**src/rtl/icg_ctrl_pkg.sv**
```systemverilog
// Shared state encoding, default timing and counter sizing for the ICG enable controller.
package icg_ctrl_pkg;

  typedef enum logic [1:0] {
    ST_RUN    = 2'd0,
    ST_GATED  = 2'd1,
    ST_WAKING = 2'd2
  } icg_state_t;

  localparam int unsigned DEF_IDLE_CYCLES = 16;
  localparam int unsigned DEF_WAKE_CYCLES = 2;
  localparam int unsigned DEF_CNT_W       = 16;

  // Bits needed to hold values 0..max_val; never less than one bit.
  function automatic int unsigned cnt_width(input int unsigned max_val);
    int unsigned w;
    w = $clog2(max_val + 1);
    return (w < 1) ? 1 : w;
  endfunction

endpackage

```
**src/rtl/icg_sat_counter.sv**
```systemverilog
// Purpose: event counter that sticks at all-ones instead of wrapping.
// Latency: count updates on the core_clk edge that samples inc.
// Backpressure: none; inc is accepted every cycle, ignored once saturated.
module icg_sat_counter #(
  parameter int unsigned W = 16
) (
  input  logic         core_clk,
  input  logic         clr,
  input  logic         inc,
  output logic [W-1:0] cnt
);

  always_ff @(posedge core_clk) begin
    if (clr) begin
      cnt <= '0;
    end else if (inc && (cnt != {W{1'b1}})) begin
      cnt <= cnt + 1'b1;
    end
  end

endmodule

```
**src/rtl/icg_enable_ctrl.sv**
```systemverilog
// Purpose: drives E/TE of the icgtp cell; gates after an idle window or sleep request, reopens on wake.
// Latency: gating takes effect on the deciding edge; WAKE to READY is WAKE_CYCLES+1 edges.
// Backpressure: none; WAKE/SLEEP_REQ are levels sampled every edge, ignored in states that cannot act on them.
module icg_enable_ctrl
  import icg_ctrl_pkg::*;
#(
  parameter int unsigned IDLE_CYCLES = DEF_IDLE_CYCLES,
  parameter int unsigned WAKE_CYCLES = DEF_WAKE_CYCLES,
  parameter int unsigned CNT_W       = DEF_CNT_W
) (
  input  logic             CLK,
  input  logic             RST,
  input  logic             ACTIVE,
  input  logic             WAKE,
  input  logic             SLEEP_REQ,
  input  logic             FORCE_ON,
  input  logic             SE,
  output logic             E,
  output logic             TE,
  output logic             READY,
  output logic             GATED,
  output logic             SLEEP_ACK,
  output logic [CNT_W-1:0] GATE_CNT
);

  localparam int unsigned IDLE_W = cnt_width(IDLE_CYCLES - 1);
  localparam int unsigned WAKE_W = cnt_width(WAKE_CYCLES - 1);
  localparam logic [IDLE_W-1:0] IDLE_LAST = IDLE_W'(IDLE_CYCLES - 1);
  localparam logic [WAKE_W-1:0] WAKE_LAST = WAKE_W'(WAKE_CYCLES - 1);

  icg_state_t        state;
  logic [IDLE_W-1:0] idle_cnt;
  logic [WAKE_W-1:0] wake_cnt;

  logic keep_on;
  logic sleep_now;
  logic idle_expired;
  logic gate_evt;

  // FORCE_ON, ACTIVE and WAKE all outrank SLEEP_REQ, which outranks the idle timeout.
  assign keep_on      = FORCE_ON | ACTIVE | WAKE;
  assign sleep_now    = (state == ST_RUN) && !keep_on && SLEEP_REQ;
  assign idle_expired = (state == ST_RUN) && !keep_on && (idle_cnt == IDLE_LAST);
  assign gate_evt     = sleep_now | idle_expired;

  // Scan path opens the ICG on its own; the FSM never sees SE.
  assign TE = SE;

  always_ff @(posedge CLK) begin
    if (RST) begin
      state     <= ST_RUN;
      E         <= 1'b1;
      READY     <= 1'b1;
      GATED     <= 1'b0;
      SLEEP_ACK <= 1'b0;
      idle_cnt  <= '0;
      wake_cnt  <= '0;
    end else begin
      SLEEP_ACK <= 1'b0;
      unique case (state)
        ST_RUN: begin
          if (keep_on) begin
            idle_cnt <= '0;
          end else if (gate_evt) begin
            state     <= ST_GATED;
            E         <= 1'b0;
            READY     <= 1'b0;
            GATED     <= 1'b1;
            SLEEP_ACK <= sleep_now;
            idle_cnt  <= '0;
          end else begin
            idle_cnt <= idle_cnt + 1'b1;
          end
        end
        ST_GATED: begin
          if (WAKE || FORCE_ON) begin
            state    <= ST_WAKING;
            E        <= 1'b1;
            READY    <= 1'b0;
            GATED    <= 1'b0;
            wake_cnt <= '0;
          end
        end
        ST_WAKING: begin
          // E stays high through the settle window so the gated clock is clean before READY.
          if (wake_cnt == WAKE_LAST) begin
            state    <= ST_RUN;
            READY    <= 1'b1;
            idle_cnt <= '0;
            wake_cnt <= '0;
          end else begin
            wake_cnt <= wake_cnt + 1'b1;
          end
        end
        default: begin
          state    <= ST_RUN;
          E        <= 1'b1;
          READY    <= 1'b1;
          GATED    <= 1'b0;
          idle_cnt <= '0;
          wake_cnt <= '0;
        end
      endcase
    end
  end

  icg_sat_counter #(
    .W (CNT_W)
  ) u_gate_cnt (
    .core_clk (CLK),
    .clr      (RST),
    .inc      (gate_evt),
    .cnt      (GATE_CNT)
  );

endmodule
```
**config.mk**
```make
export PLATFORM = sky130hd
export DESIGN_NAME = icg_enable_ctrl
export DESIGN_NICKNAME = d
export VERILOG_FILES = /design/src/rtl/icg_ctrl_pkg.sv /design/src/rtl/icg_sat_counter.sv /design/src/rtl/icg_enable_ctrl.sv
export SDC_FILE = /design/constraint.sdc
export NUM_CORES = 1
export LEC_CHECK = 0
export CORE_AREA = 3 3 54 56
export CTS_BUF_LIST = sky130_fd_sc_hd__clkbuf_16
export CTS_CLUSTER_SIZE = 14
export DETAILED_ROUTE_END_ITERATION = 12
export DIE_AREA = 0 0 57 59
export PLACE_DENSITY = 0.76
export SETUP_SLACK_MARGIN = 0.15
export SYNTH_ARGS = -nofsm -noshare
export SYNTH_HDL_FRONTEND = slang
export SYNTH_SLANG_ARGS = --single-unit
```
**constraint.sdc**
```tcl
create_clock -name CLK -period 6.74 [get_ports CLK]
set_clock_uncertainty 0.1 [all_clocks]
set_input_delay 1.685 -clock CLK [delete_from_list [all_inputs] [get_ports CLK]]
set_output_delay 1.685 -clock CLK [all_outputs]
set_load 0.05 [all_outputs]
```
# ---- After elaboration in Yosys (flattened, before gate mapping)
# Cells that the tools add are included.
dict set report totals {
  out_inout_bits 21
  wordCells 59
  inputBits 7
  ff_bits 27
}
dict set report classes {
  reduce_logical 12
  addsub 3
  bitwise 7
  muxes 21
  eq_ne 8
}
# cell count
set ops {}
lappend ops {{$add 16x1->16 const B} 1}
lappend ops {{$ne 16x16->1 const B} 1}
lappend ops {{$mux 4} 3}
lappend ops {{$pmux 1 s3} 4}
lappend ops {{$pmux 4 s3} 1}
lappend ops {{$mux 1} 8}
lappend ops {{$mux 2} 4}
lappend ops {{$reduce_and 4->1} 2}
lappend ops {{$ne 2x2->1 const B} 3}
lappend ops {{$pmux 2 s3} 1}
lappend ops {{$add 4x1->4 const B} 1}
lappend ops {{$eq 4x4->1 const B} 1}
lappend ops {{$logic_and 1x1->1} 4}
lappend ops {{$not 1->1} 4}
lappend ops {{$reduce_and 2->1} 2}
lappend ops {{$reduce_or 4->1} 1}
lappend ops {{$or 1x1->1} 3}
lappend ops {{$eq 2x1->1 const B} 1}
lappend ops {{$eq 2x2->1 const B} 1}
lappend ops {{$logic_not 2->1} 1}
lappend ops {{$ne 2x1->1 const B} 1}
lappend ops {{$add 1x1->1 const B} 1}
lappend ops {{$logic_not 1->1} 1}
lappend ops {{$logic_or 1x1->1} 1}

# ---- Longest topological paths before layout
dict set report logic_depth {
  ltp_word 9
  depth_mapped 7
  mapped_depth_nobuf 6
}

# ---- Cells and area by module
# Synthesis repeated with hierarchy kept, for this count alone.
dict set report hier_totals {
  cells_unflattened 156
  hier_area_um2 1380.1
}
# mod seq_area_each_um2 cells_each area_per_inst_um2 instances
set modules_own_cells {}
lappend modules_own_cells {icg_sat_counter 320.3 99 848.3 1}
lappend modules_own_cells {icg_enable_ctrl 220.2 57 531.8 1}

# ---- Worst setup path after synthesis
# No wires, ideal clock.
dict set report synth_path {
  path_type {in2out}
  from {in SE}
  to {out TE}
  cell_stages 1
  path_buffers 1
  t_required_ns 4.955
  path_slack_ns 3.100
  arrival_time_ns 1.855
  cell_sequence {buf_4}
}
# element line
set synth_lines {}
lappend synth_lines {{start: declaration} icg_enable_ctrl.sv:17} ;# input logic SE,
lappend synth_lines {{end: declaration} icg_enable_ctrl.sv:19} ;# output logic TE,
# No word-level cell between the ends.

# ---- Final worst setup path
dict set report layout_path {
  from {in FORCE_ON}
  to {reg u_gate_cnt.cnt[7]}
}
dict set report layout_between {
  elab_chain_cells 7
  elab_cells_between_ends 8
  classes_between {bitwise (3); reduce/logical (5)}
}
# element line
set layout_rtl {}
lappend layout_rtl {{start: declaration} icg_enable_ctrl.sv:16} ;# input logic FORCE_ON,
lappend layout_rtl {{$or 1x1->1 * (2 in series)} icg_enable_ctrl.sv:41} ;# assign keep_on = FORCE_ON | ACTIVE | WAKE;
lappend layout_rtl {{$logic_not 1->1 *} {icg_enable_ctrl.sv:42, icg_enable_ctrl.sv:43}}
lappend layout_rtl {{$logic_and 1x1->1 *} {icg_enable_ctrl.sv:42, icg_enable_ctrl.sv:43}}
lappend layout_rtl {{$logic_and 1x1->1 (on tied branches)} {icg_enable_ctrl.sv:42, icg_enable_ctrl.sv:43}}
lappend layout_rtl {{$or 1x1->1 *} icg_enable_ctrl.sv:44} ;# assign gate_evt = sleep_now | idle_expired;
lappend layout_rtl {{$logic_and 1x1->1 *} icg_sat_counter.sv:16} ;# end else if (inc && (cnt != {W{1'b1}})) begin
lappend layout_rtl {{end signal: assignment} icg_sat_counter.sv:17} ;# cnt <= cnt + 1'b1;
lappend layout_rtl {{end: declaration} icg_sat_counter.sv:10} ;# output logic [W-1:0] cnt
# Mark *: on every way between the ends. The rest lies on a longest branch, timed or not.
# A chain may end at the register's enable or synchronous reset.

==> results.txt <==
----------------------------------------------------
[Run status]
  Outcome ... finished clean

[Die]
  Die Span Y ... 59 um
  Std-Cell Rows ... 18
  # IOs ... 28
  Overall die area ... 3360 sq um
  Horiz. Die Dim ... 57 um
  Initial core utilization ... 50.5%
  Placeable core region ... 2480 sq um

[Detailed routing]
  Detailed-routed wire length on met2 ... 1260 um
  Wire length on met3 ... 114 um
  Remaining DRCs ... 0
  Detailed-route wire length ... 2640 um
  Total routed wire length on the met1 layer ... 1210 um
  Top Metal Used ... met4
  Drt first-iter violations ... 29
  Routed wirelength normalized by instance count ... 13.2 um
  Post-route ant nets ... 0
  Via/cell ratio ... 5.62
  Count of vias placed by the detailed router ... 1123
  First-pass iteration count of the detailed router ... 4

[Power and ir drop]
  Power density cells ... 199 nW/um^2
  Static leakage ... 0.554 nW
  Sequential power share ... 51.4%
  Final Total Pwr ... 0.000316 W
  Worst-case vdd ir drop ... 158 uV
  Clock share of power ... 42.8%
  Relative contribution of combinational cells to total power ... 5.8%
  Total internal power ... 0.000249 W
  Net switching power ... 0.0000672 W
  Switching Fraction ... 21.2%

[Job]
  Max-Cap Viols ... 0

[Global route]
  Antenna violations before repair ... 0
  Congestion Overflow GR ... 0
  Pin count of the biggest net entering global routing ... 29
  Via count of the first global-routing pass ... 1065
  Overall Global Routing Usage ... 16.9%
  Wire length of the first global-routing pass ... 4420 um

[Synthesis]
  Most repeated cell in the gate-level netlist after synthesis ... dfxtp_1
  Yosys warnings ... 0
  Largest cells by area after synthesis ... dfxtp_1, nor2_1, a21oi_1
  Unique cell type count in the Yosys netlist ... 38
  Post-synthesis sequential area ratio ... 43.2%
  Synth async-reset ratio ... 0%
  Average cell area after synthesis ... 8.51 sq um
  #FFs+latches synth ... 27
  Portion of synthesized cell area occupied by the leading cell type ... 43.2%
  Flip-flop cell with the highest count after synthesis ... dfxtp_1
  Synth Instances ... 147
  Synthesized area ... 1250 sq um
  Most frequent cells after synthesis ... dfxtp_1, nor2_1, a21oi_1, nand2_1, o21ai_0
  Synth area leader ... dfxtp_1
  Number of enable flip-flop cells after synthesis ... 0
  Post-Synthesis Net Count ... 156

[Placed design]
  Port buffer count ... 25
  HPWL after detailed placement ... 1940 um
  Dpl cells ... 196
  Placer's final routability congestion estimate ... 0.789

[Min path]
  Min-Delay Path Class ... reg -> reg

[Critical path]
  Arrival time of the worst setup path ... 4.17 ns
  Data required time of the worst path ... 6.79 ns
  WS Path Type ... in -> reg
  Reg2Reg Setup Slack ... 4.10 ns
  Peak fanout along the critical path ... 8
  Nature of the critical path endpoint ... flip-flop
  Worst Setup Start Kind ... input port

[STA]
  Transition at the pin with the smallest max-transition slack ... 0.958 ns
  Endpoints failing setup ... 0
  Fmax ... 243 MHz
  Final critical-path required period ... 4.12 ns
  Final-report hold violation count ... 0
  Unrepaired setup endpoints after global routing ... false
  Final period utilization ... 61.1%
  Headroom to the max-slew limit ... 35.9%
  Setup TNS Final ... 0 ns
  Number of pins exceeding their max-slew limit in the final report ... 0

[Layout]
  Synth-to-layout area growth ... 27.1%
  Layout filler cell count ... 220
  Count of inserted antenna diode cells ... 0
  Share of post-route cells with drive strength above 1 ... 5.88%
  Finished Core Util ... 64.2%
  Cell Count, Final, Fillers Out ... 200
  # nets final ... 180

[Clock network]
  Number of sinks driven by the clock tree ... 27
  CTS H-Tree Depth ... 1
  Clock tree from TritonCTS ... done
  Worst-skew pair later-pin latency ... 0.26 ns
  Number of hold-repair buffers added at the cts stage ... 0
  Post-cts sizing count ... 0
  Longest Clk Path Bufs ... 2
  Setup bufs post-CTS ... 0
  Clock transition at the register clock pins on the worst setup and hold paths after CTS ... 0.06 ns
  Number of CTS-inserted buffers ... 3
  Library cell used as clock root buffer ... clkbuf_16

----------------------------------------------------
==> area by class of cell <==
class / instances / area [sq um] / area share, %
Clock buffer: 3 / 75.1 / 4.72
Inverter: 3 / 11.3 / 0.708
Tap cell: 30 / 37.5 / 2.36
Clock inverter: 1 / 7.51 / 0.472
Multi-Input combinational cell: 111 / 668 / 42.0
Sequential cell: 27 / 541 / 34.0
Timing Repair Buffer: 25 / 250 / 15.7
==> through the flow <==
stage          hold slack (ns)  area, sq um  setup WS (ns)
2_1_floorplan            0.373         1250           3.10
3_3_place_gp             0.382         1510           2.47
3_5_place_dp             0.396         1510           2.37
4_1_cts                  0.402         1590           2.65
5_1_grt                  0.428         1590           2.41
6_report                 0.401         1590           2.62
==> placed cells by master (no fill, tap or decap), types with 2 or more instances in the layout <==
| master | netlist | routed |
|---|---|---|
| a21oi_1 | 12 | 12 |
| a31oi_1 | 2 | 2 |
| and2_1 | 2 | 2 |
| and3_1 | 3 | 3 |
| and4_1 | 3 | 3 |
| clkbuf_16 | 0 | 3 |
| clkdlybuf4s50_1 | 0 | 25 |
| dfxtp_1 | 27 | 27 |
| ha_1 | 2 | 2 |
| inv_1 | 3 | 3 |
| mux2i_1 | 2 | 2 |
| nand2_1 | 11 | 11 |
| nand3_1 | 7 | 7 |
| nand3b_1 | 2 | 2 |
| nand4_1 | 3 | 3 |
| nor2_1 | 18 | 18 |
| nor3_1 | 4 | 4 |
| o21ai_0 | 8 | 8 |
| or2_2 | 2 | 2 |
| or3_1 | 7 | 7 |
| xnor2_1 | 3 | 3 |
| xor2_1 | 5 | 5 |
==> cells by family after synthesis <==
family,after synthesis,synth area share [%]
and+or+nand+nor,66,27.5
AOI/OAI and AO/OA,32,15.8
DFF,27,43.2
buffers and inverters,9,3.40
xor gates and xnor gates,8,5.60
muxes,3,2.50
adders and majority gates,2,2.00
==> layer usage <==
metal	GRT usage [%]	up-vias
li1	-	571
met1	19.2	519
met2	29.4	26
met3	3.27	7
met4	9.93	0
met5	0	-
==> power by group through the flow <==
| stage | Sequential, W | Clock [W] | Combinational, W |
|---|---|---|---|
| floorplan | 0.000170 | 0 | 0.0000101 |
| global placement | 0.000166 | 0 | 0.0000181 |
| detailed placement | 0.000166 | 0 | 0.0000183 |
| CTS | 0.000162 | 0.000139 | 0.0000184 |
| global route | 0.000163 | 0.000145 | 0.0000198 |
| finish | 0.000163 | 0.000135 | 0.0000183 |
==> state kept, by name, indices dropped and copies added (netlist names) <==
name            count
READY               1
state               2
E                   1
wake_cnt            1
GATED               1
u_gate_cnt.cnt     16
SLEEP_ACK           1
idle_cnt            4
==> worst max-delay path, stage by stage <==
cell and delay, ns:
clkdlybuf4s50_1 0.44, or3_4 0.41, nor3_1 0.68, o21ai_1 0.33, nor3_1 0.28, mux2_2 0.35
==> final timing paths <==
check | start | endpoint | depth (start not counted)
hold / removal | GATED$_SDFFE_PP0P_ | GATED$_SDFFE_PP0P_ | 2
setup reg to reg | state[1]$_SDFFE_PP0P_ | u_gate_cnt.cnt[7]$_SDFFE_PP0P_ | 5
hold reg to reg | GATED$_SDFFE_PP0P_ | GATED$_SDFFE_PP0P_ | 2
setup / recovery | FORCE_ON | u_gate_cnt.cnt[7]$_SDFFE_PP0P_ | 6
No activity file was read; power rests on OpenSTA's default activity.
